### src/rtl/seg_scan_ctrl.sv
// Scan controller for a 4-digit seven-segment driver: prescaled slot rotation,
// per-slot dead time and a double-buffered BCD frame. Define SEG_LZB_EN for leading-zero blanking.
module seg_scan_ctrl #(
  parameter int REFRESH_DIV = 100000,
  parameter int DEAD_CYCLES = 16
) (
  input  logic        clk,
  input  logic        rst,
  input  logic [15:0] digits_in,
  input  logic        load,
  output logic [1:0]  en,
  output logic [3:0]  in,
  output logic        frame_start,
  output logic        pending
);

  localparam int              CNT_W     = (REFRESH_DIV > 1) ? $clog2(REFRESH_DIV) : 1;
  localparam logic [CNT_W-1:0] CNT_LAST = CNT_W'(REFRESH_DIV - 1);
  localparam logic [CNT_W-1:0] DEAD     = CNT_W'(DEAD_CYCLES);
  localparam logic [1:0]       SLOT_LAST = 2'b11;
  localparam logic [3:0]       BLANK     = 4'hF;

  logic [CNT_W-1:0] cnt;
  logic [15:0]      display;
  logic [15:0]      shadow;

  logic [CNT_W-1:0] cnt_n;
  logic [1:0]       en_n;
  logic [15:0]      display_n;
  logic [15:0]      shadow_n;
  logic             pending_n;
  logic             wrap;
  logic             boundary;
  logic [3:0]       in_n;

  // Value written into the display register whenever a frame is committed.
  function automatic logic [15:0] commit_value(input logic [15:0] frame);
`ifdef SEG_LZB_EN
    logic [15:0] r;
    logic        lead;
    r    = frame;
    lead = 1'b1;
    // Slot 3 (bits [3:0]) is never blanked so an all-zero frame still shows "0".
    for (int i = 3; i >= 1; i--) begin
      if (lead && r[4*i +: 4] == 4'h0) r[4*i +: 4] = BLANK;
      else                             lead = 1'b0;
    end
    return r;
`else
    return frame;
`endif
  endfunction

  function automatic logic [3:0] slot_nibble(input logic [15:0] frame, input logic [1:0] slot);
    case (slot)
      2'd0:    return frame[15:12];
      2'd1:    return frame[11:8];
      2'd2:    return frame[7:4];
      default: return frame[3:0];
    endcase
  endfunction

  always_comb begin
    // NOTE: every signal gets a default first so no path through this block infers a latch.
    wrap      = (cnt == CNT_LAST);
    boundary  = wrap && (en == SLOT_LAST);
    cnt_n     = wrap ? '0 : cnt + 1'b1;
    en_n      = wrap ? en + 2'd1 : en;
    display_n = display;
    shadow_n  = load ? digits_in : shadow;
    pending_n = pending;

    if (boundary) begin
      pending_n = 1'b0;
      // A load coinciding with the boundary bypasses the shadow entirely.
      if (load)         display_n = commit_value(digits_in);
      else if (pending) display_n = commit_value(shadow);
    end else if (load) begin
      pending_n = 1'b1;
    end

    // in is registered from next-state values so it always matches the current (cnt, en).
    in_n = (cnt_n < DEAD) ? BLANK : slot_nibble(display_n, en_n);
  end

  // NOTE: sequential state uses non-blocking assignments so every register samples pre-edge values.
  always_ff @(posedge clk or posedge rst) begin
    if (rst) begin
      cnt         <= '0;
      en          <= 2'b00;
      display     <= 16'hFFFF;
      shadow      <= 16'hFFFF;
      in          <= BLANK;
      frame_start <= 1'b0;
      pending     <= 1'b0;
    end else begin
      cnt         <= cnt_n;
      en          <= en_n;
      display     <= display_n;
      shadow      <= shadow_n;
      in          <= in_n;
      frame_start <= boundary;
      pending     <= pending_n;
    end
  end

endmodule

### config.mk
export PLATFORM = sky130hd
export DESIGN_NAME = seg_scan_ctrl
export DESIGN_NICKNAME = d
export VERILOG_FILES = /design/src/rtl/seg_scan_ctrl.sv
export SDC_FILE = /design/constraint.sdc
export NUM_CORES = 1
export LEC_CHECK = 0
export CORE_MARGIN = 3
export CORE_UTILIZATION = 61
export CTS_CLUSTER_DIAMETER = 50
export DETAILED_ROUTE_END_ITERATION = 8
export GPL_ROUTABILITY_DRIVEN = 0
export PLACE_DENSITY = 0.84
export SLEW_MARGIN = 20
export SYNTH_ARGS = -nofsm -noshare
export SYNTH_HDL_FRONTEND = slang
export SYNTH_SLANG_ARGS = --single-unit
### constraint.sdc
create_clock -name clk -period 7 [get_ports clk]
set_input_delay 1.4 -clock clk [delete_from_list [all_inputs] [get_ports clk]]
set_output_delay 1.4 -clock clk [all_outputs]
set_load 0.05 [all_outputs]
# After elaboration in Yosys (flattened, before gate mapping)
# Index checks and enable logic that the tools add are counted.
dict set report totals {
  wordCells 26
  register_bits 57
  out_inout_bits 8
  inputBits 19
}
dict set report op_classes {
  reduce_logical 3
  addsub 2
  muxes 9
  eq_ne 4
  n_lt_le_gt_ge 1
}
# operator n
set op_table {}
lappend op_table {{$mux W16} 3}
lappend op_table {{$add A17 B1 Y17 const B} 1}
lappend op_table {{$eq A17 B17 Y1 const B} 1}
lappend op_table {{$lt A17 B5 Y1 const B} 1}
lappend op_table {{$mux W17} 1}
lappend op_table {{$pmux W4 S3} 1}
lappend op_table {{$eq A2 B2 Y1 const B} 2}
lappend op_table {{$mux W4} 1}
lappend op_table {{$add A2 B1 Y2 const B} 1}
lappend op_table {{$eq A2 B1 Y1 const B} 1}
lappend op_table {{$logic_not A2 Y1} 1}
lappend op_table {{$mux W1} 2}
lappend op_table {{$mux W2} 1}
lappend op_table {{$reduce_bool A2 Y1} 1}
lappend op_table {{$logic_and A1 B1 Y1} 1}

# Longest topological paths before layout
# Gate-level depths: netlist (run 1).
dict set report logic_depth {
  ltp_word 5
  depth_mapped 10
}

# Worst setup path before layout (run 1)
# Ideal clock, no wire load.
dict set report synth_path {
  path_type {input to register}
  start {in load}
  end {reg in[3]}
  required_ns 6.914
  t_arrival_ns 2.958
  slack_ns 3.956
  cell_stages 7
  n_path_buf 2
  cell_sequence {buf_4 > nor2_2 > or3_1 > buf_6 > mux2_4 > mux4_2 > nand2b_1}
}
dict set report synth_between {
  elab_chain_cells 4
}
# element line_no
set synth_rtl {}
lappend synth_rtl {{start, declared} 10} ;# input logic load,
lappend synth_rtl {{$mux W16} 76} ;# if (load) display_n = commit_value(digits_in);
lappend synth_rtl {{$mux W16} 73} ;# if (boundary) begin
lappend synth_rtl {{via display_n[3]} 29} ;# logic [15:0] display_n;
lappend synth_rtl {{$pmux W4 S3} 55} ;# case (slot)
lappend synth_rtl {{$mux W4} 83} ;# in_n = (cnt_n < DEAD) ? BLANK : slot_nibble(display_n, en_n);
lappend synth_rtl {{via in_n[3]} 34} ;# logic [3:0] in_n;
lappend synth_rtl {{end signal, assigned} 101} ;# in <= in_n;
lappend synth_rtl {{end, declared} 12} ;# output logic [3:0] in,
# The timed path passes the listed nets, and every way through them passes these cells.
# A chain may end at the register's enable or synchronous reset.

# Worst setup path in the final report (run 1)
# Ends and elaborated chain as after synthesis.

==> impl_metrics.csv, run 1 <==
group,metric,value,unit
logic_synthesis,synthTopCellsByArea,"dfstp_2, dfrtp_1, mux2_2",
sta,holdWs,479.2,ps
floorplanning,start_util,63.78,%
floorplanning,rows,24,
cts,clk_pin_slew_worst_paths,60,ps
global_route,grt_max_degree,58,
cts,ctsHoldBuffers,0,
sta,fin_worst_skew,14.39,ps
sta,fin_tns_setup,0,ps
cts,htree_levels,3,
logic_synthesis,synth_top_area_share,33.60,%
power_and_ir_drop,power_switching,0.1490,mW
cts,cts_made_buffers,9,
sta,hold_violations,0,
logic_synthesis,avgSynthCellArea,10.58,µm²
sta,worst_slack,3416,ps
place,numPortBuffers,26,
detailed_routing,wirelength,5.804,mm
sta,min_period_over_period,51.19,%
worst_setup_path,endpoint_kind,"flop",
sta,max_freq,279.0,MHz
cells_and_area,nets,315,
cells_and_area,fin_cells,351,
cells_and_area,final_common_cell,"dfstp_2",
detailed_routing,drcViolationCount,0,
worst_setup_path,critPathMaxFanout,37,
cells_and_area,layout-drive-gt1-share,26.42,%
power_and_ir_drop,internal_power,0.5377,mW
floorplanning,dieHeight,73.94,µm
sta,worst_pin_slew,721.7,ps
logic_synthesis,syn-num-nets,287,
place,preCtsSetupSlack,3073,ps
worst_hold_path,hold_path.class,"reg2reg",
power_and_ir_drop,clock_power_share,42.7,%
detailed_routing,wire_per_inst,16.54,µm
logic_synthesis,ys_warn_count,0,
place,numPlacedInstances,335,
global_route,grt_antenna_before_repair,0,
cts,cts_max_path_buffers,2,
sta,rsz0062_at_grt,"no",
cells_and_area,num_antenna_cells,0,
global_route,grtUsageTotal,24.01,%
global_route,grt_first_pass_wirelength,9.729,mm
logic_synthesis,ys_ff_latch,57,
worst_setup_path,criticalPathCategory,"in2reg",
cts,cts_tree,"yes",
floorplanning,die_x,73.94,µm
place,dp_hpwl,4.010,mm
cts,cts_resized,0,
logic_synthesis,netlist_area,0.002815,mm²
detailed_routing,vias,2060,
floorplanning,die_area,0.005466,mm²
logic_synthesis,syn_inst,266,
detailed_routing,first_iter_violations,250,
logic_synthesis,async_flop_share,100.0,%
worst_setup_path,worstPathRequired,7240,ps
detailed_routing,viasPerCell,5.869,
sta,fin_crit,3584,ps
cells_and_area,areaGrowthSynthToFinish,16.84,%
floorplanning,core_area,0.004414,mm²
global_route,grt-ovfl-total,0,
sta,setup_viol,0,
sta,final-max-slew-violation-count,0,
floorplanning,boundaryPins,27,
global_route,grt_pass1_vias,2034,
logic_synthesis,synth_edf_count,0,
job,cap_violations,0,
power_and_ir_drop,swShare,21.69,%
worst_setup_path,cp_data_arrival_time,3830,ps
cells_and_area,final_cell_mix,"dfstp_2, nand2_1, clkdlybuf4s50_1",
logic_synthesis,yosysTopAreaCell,"dfstp_2",
cts,cts_setup_buffers,0,
cts,cts.sinks,57,
cts,cts_root_buf,"clkbuf_8",
power_and_ir_drop,seqPwrFrac,51.4,%
power_and_ir_drop,power_density,208.8,mW/mm²
power_and_ir_drop,leakagePower,1.376,nW
detailed_routing,drtPass1Iterations,4,
detailed_routing,postRouteAntennaNets,0,
cells_and_area,nFillCells,304,
logic_synthesis,yosysSeqAreaShare,52.27,%
power_and_ir_drop,vdd_ir_drop_max,0.1746,mV
worst_setup_path,worstSetupStartpointType,"input port",
status,outcome,"complete, no violations",
logic_synthesis,ys.flop_type,"dfstp_2",
sta,relSlewSlack,50.64,%
cts,clk_latency,340,ps
power_and_ir_drop,power_frac_comb,5.9,%
logic_synthesis,synthDistinctLibCells,47,
-- kinds of logic (layout without fill, tap and decap cells) --
| logic type | after synthesis | after routing | share of synthesized area [%] |
|---|---|---|---|
| and+or+nand+nor | 105 | 105 | 21.42 |
| DFF | 57 | 57 | 52.27 |
| AOI/OAI and AO/OA | 42 | 42 | 8.889 |
| buffers and inverters | 28 | 61 | 4.400 |
| muxes | 17 | 17 | 7.467 |
| xor gates and xnor gates | 15 | 15 | 4.667 |
| adders and majority gates | 2 | 2 | 0.8887 |
-- per-layer routing --
layer	vias up	GRT usage [%]	wire length, µm
li1	993	-	-
met4	0	10.46	108
met2	61	34.55	2650
met3	12	7.027	336
met5	-	0	0
met1	994	34.02	2708
-- power groups by stage --
| stage | registers, mW | clock network (mW) | logic [mW] |
|---|---|---|---|
| 6_report | 0.353 | 0.293 | 0.0407 |
| 5_1_grt | 0.354 | 0.314 | 0.0454 |
| 4_1_cts | 0.353 | 0.300 | 0.0415 |
| 3_5_place_dp | 0.358 | 0 | 0.0412 |
| 3_3_place_gp | 0.358 | 0 | 0.0399 |
| 2_1_floorplan | 0.358 | 0 | 0.0230 |
-- sequential cells by signal (all words and copies together), names as in the netlist --
signal and count:
cnt 17, display 16, en 2, frame_start 1, in 4, pending 1, shadow 16
-- synthesized netlist by cell type, types with 4 or more instances --
cell,number
nor2_1,11
nor4_1,4
xnor2_1,7
mux2_2,14
nor3_1,8
xor2_1,8
dfrtp_1,21
dfstp_2,36
a21oi_1,12
inv_1,17
or3_1,5
nand3_1,14
nand2_1,29
nand3b_1,7
clkbuf_1,5
nand4_1,6
o21ai_0,17
-- path summary, 6_finish.rpt --
check / from / endpoint / slack [ps] / cells past startpoint
setup / recovery: load / in[3] / 3420 / 7
hold / removal: shadow[11] / shadow[11] / 480 / 2
setup reg to reg: cnt[0] / in[3] / 4160 / 7
hold reg to reg: shadow[11] / shadow[11] / 480 / 2
max in group asynchronous: rst / en[1] / 4980 / 3
min in group asynchronous: rst / pending / 1570 / 3
-- final cells by class --
class / instances / area (µm²) / share of cell area, %
clock buffers: 14 / 183.9 / 5.591
clock inverters: 2 / 10.01 / 0.3043
inverters: 17 / 63.81 / 1.940
multi-input cells: 181 / 1220 / 37.09
flip-flops and latches: 57 / 1471 / 44.73
well taps: 52 / 65.06 / 1.978
repair buffers: 28 / 275.3 / 8.368
-- critical path, cell delays in order --
cell	delay (ps)
clkdlybuf4s50_1	450
buf_4	330
nor2_2	160
or3_1	500
mux2_4	360
mux4_2	450
nand2b_1	160
-- stage by stage --
stage	instance area [µm²]	util [%]	total power [mW]
finish	3289	74.52	0.6867
CTS	3289	74.52	0.6949
detailed placement	3095	70.12	0.3993
global placement	3095	70.12	0.3976
global route	3289	74.52	0.7129
floorplan	2815	-	0.3813
(Power assumes the default switching activity.)
==> run 2, diff against run 1 <==
--- a/config.mk
+++ b/config.mk
@@ -6,11 +6,11 @@
 export NUM_CORES = 1
 export LEC_CHECK = 0
 export CORE_MARGIN = 3
-export CORE_UTILIZATION = 61
+export CORE_UTILIZATION = 57
 export CTS_CLUSTER_DIAMETER = 50
 export DETAILED_ROUTE_END_ITERATION = 8
 export GPL_ROUTABILITY_DRIVEN = 0
-export PLACE_DENSITY = 0.84
+export PLACE_DENSITY = 0.8
 export SLEW_MARGIN = 20
 export SYNTH_ARGS = -nofsm -noshare
 export SYNTH_HDL_FRONTEND = slang
==> constraint.sdc (replaced) <==
create_clock -name clk -period 3.4 [get_ports clk]
set_input_delay 0.68 -clock clk [delete_from_list [all_inputs] [get_ports clk]]
set_output_delay 0.68 -clock clk [all_outputs]
set_load 0.05 [all_outputs]
==> run 2 against run 1 <==
Largest power group unchanged. Clock skew fell by 7.7 ps. Utilization fell by 1.9 points. Hold slack got worse by 4.0 ps. Power rose by 110%. Critical path type is now reg2reg. Highest routed layer unchanged. Combinational power rose by 110%. Via count rose by 0.29%.
==> impl_metrics.csv, run 2 (synthesis gave the netlist of run 1 again) <==
group,metric,value,unit
detailed_routing,wire_per_inst,15.98,µm
detailed_routing,viasPerCell,5.660,
place,preCtsSetupSlack,569.3,ps
floorplanning,die_x,76.28,µm
floorplanning,rows,24,
worst_setup_path,crit_path_max_incr_delay,560,ps
global_route,grt-ovfl-total,0,
global_route,grtUsageTotal,22.23,%
floorplanning,dieHeight,76.28,µm
detailed_routing,postRouteAntennaNets,0,
floorplanning,core_area,0.004564,mm²
detailed_routing,drtPass1Iterations,5,
cts,cts_resized,0,
sta,setup_viol,0,
sta,rsz0062_at_grt,"no",
detailed_routing,first_iter_violations,128,
sta,hold_violations,0,
global_route,grt_first_pass_wirelength,10.08,mm
floorplanning,die_area,0.005818,mm²
status,outcome,"complete, no violations",
cells_and_area,fin_cells,365,
detailed_routing,vias,2066,
cts,cts.sinks,57,
global_route,grt_max_degree,40,
place,dp_hpwl,4.027,mm
cts,cts_max_path_buffers,2,
power_and_ir_drop,power_density,432.7,mW/mm²
cts,ctsHoldBuffers,0,
job,cap_violations,0,
worst_setup_path,critPathMaxFanout,9,
power_and_ir_drop,leakagePower,1.379,nW
cells_and_area,areaGrowthSynthToFinish,17.73,%
sta,max_freq,357.7,MHz
detailed_routing,wirelength,5.833,mm
worst_setup_path,worstSetupStartpointType,"flop",
sta,worst_pin_slew,782.9,ps
worst_setup_path,worstPathRequired,3660,ps
floorplanning,start_util,61.68,%
sta,final-max-slew-violation-count,0,
cells_and_area,top_register,"cnt",
sta,min_period_over_period,82.21,%
cts,clk_pin_slew_worst_paths,70,ps
worst_hold_path,hold_path.class,"reg2reg",
cts,cts_tree,"yes",
detailed_routing,drcViolationCount,0,
power_and_ir_drop,vdd_ir_drop_max,0.3140,mV
cts,cts_root_buf,"clkbuf_8",
global_route,grt_antenna_before_repair,0,
sta,relSlewSlack,47.73,%
worst_setup_path,cp_data_arrival_time,3050,ps
cells_and_area,nets,316,
sta,fin_crit,2795,ps
power_and_ir_drop,power,1.434,mW
cells_and_area,largest_reg_flops,17,
worst_setup_path,ff2ff_setup_slack,600,ps
cells_and_area,num_antenna_cells,0,
place,numPlacedInstances,349,
sta,worst_slack,604.7,ps
cts,cts_made_buffers,9,
worst_setup_path,crit_slowest_cell,"or3_1",
sta,fin_tns_setup,0,ps
cts,cts_setup_buffers,0,
worst_setup_path,endpoint_kind,"flop",
place,numPortBuffers,26,
cells_and_area,layout-drive-gt1-share,27.00,%
cells_and_area,final_common_cell,"dfstp_2",
worst_setup_path,criticalPathCategory,"reg2reg",
worst_setup_path,crit_chain,"ha_1 -> and4_1 -> nand4_4 -> or3_1 -> mux2_4 -> mux4_2 -> nand2b_1",
cts,clk_latency,340,ps
cells_and_area,final_cell_mix,"dfstp_2, nand2_1, clkdlybuf4s50_1",
cts,htree_levels,3,
floorplanning,boundaryPins,27,
sta,fin_worst_skew,6.679,ps
global_route,grt_pass1_vias,2053,
cells_and_area,top_regs,"cnt (17), display (16), shadow (16)",
-- run 2: report_power, final --
| group | internal (mW) | total, mW | switching (mW) |
|---|---|---|---|
| sequential | 0.718 | 0.727 | 0.00876 |
| clock | 0.356 | 0.623 | 0.267 |
| combinational | 0.0422 | 0.0842 | 0.0420 |
| total | 1.12 | 1.43 | 0.318 |
-- run 2: path summary, 6_finish.rpt --
path,from,to,depth (start not counted)
hold / removal,shadow[9],shadow[9],2
hold reg to reg,shadow[9],shadow[9],2
max in group asynchronous,rst,shadow[6],3
min in group asynchronous,rst,frame_start,2
setup / recovery,cnt[0],in[3],7
setup reg to reg,cnt[0],in[3],7
-- run 2: area by class of cell --
class | count | area [µm²]
tap | 65 | 81.33
timing repair buffer | 29 | 282.8
fill | 344 | 1250
inverter | 17 | 63.81
clock inverter | 5 | 53.80
clock buffer | 11 | 141.4
multi-input combinational | 181 | 1220
sequential | 57 | 1471
-- run 2: per-layer routing --
metal / global-route usage (%) / share of wire, %
met5: 0 / 0
met4: 9.601 / 1.6
met3: 7.920 / 5.7
met2: 33.13 / 46
met1: 29.32 / 46
-- run 2: through the flow --
step           area, µm²  utilization [%]  hold WS, ps
6_report            3314            72.62        475.2
4_1_cts             3314            72.62        476.4
5_1_grt             3314            72.62        494.3
3_3_place_gp        3119            68.34        456.0
3_5_place_dp        3119            68.34        463.9
2_1_floorplan       2815                -        448.4
-- run 2: critical path, delay by kind of cell, from the launching register on --
| family | cells | cell delay, ps |
|---|---|---|
| AND/OR/NAND/NOR | 4 | 1270 |
| flip-flops | 1 | 390 |
| multiplexers | 2 | 820 |
| adder cells (fa/ha/maj) | 1 | 230 |
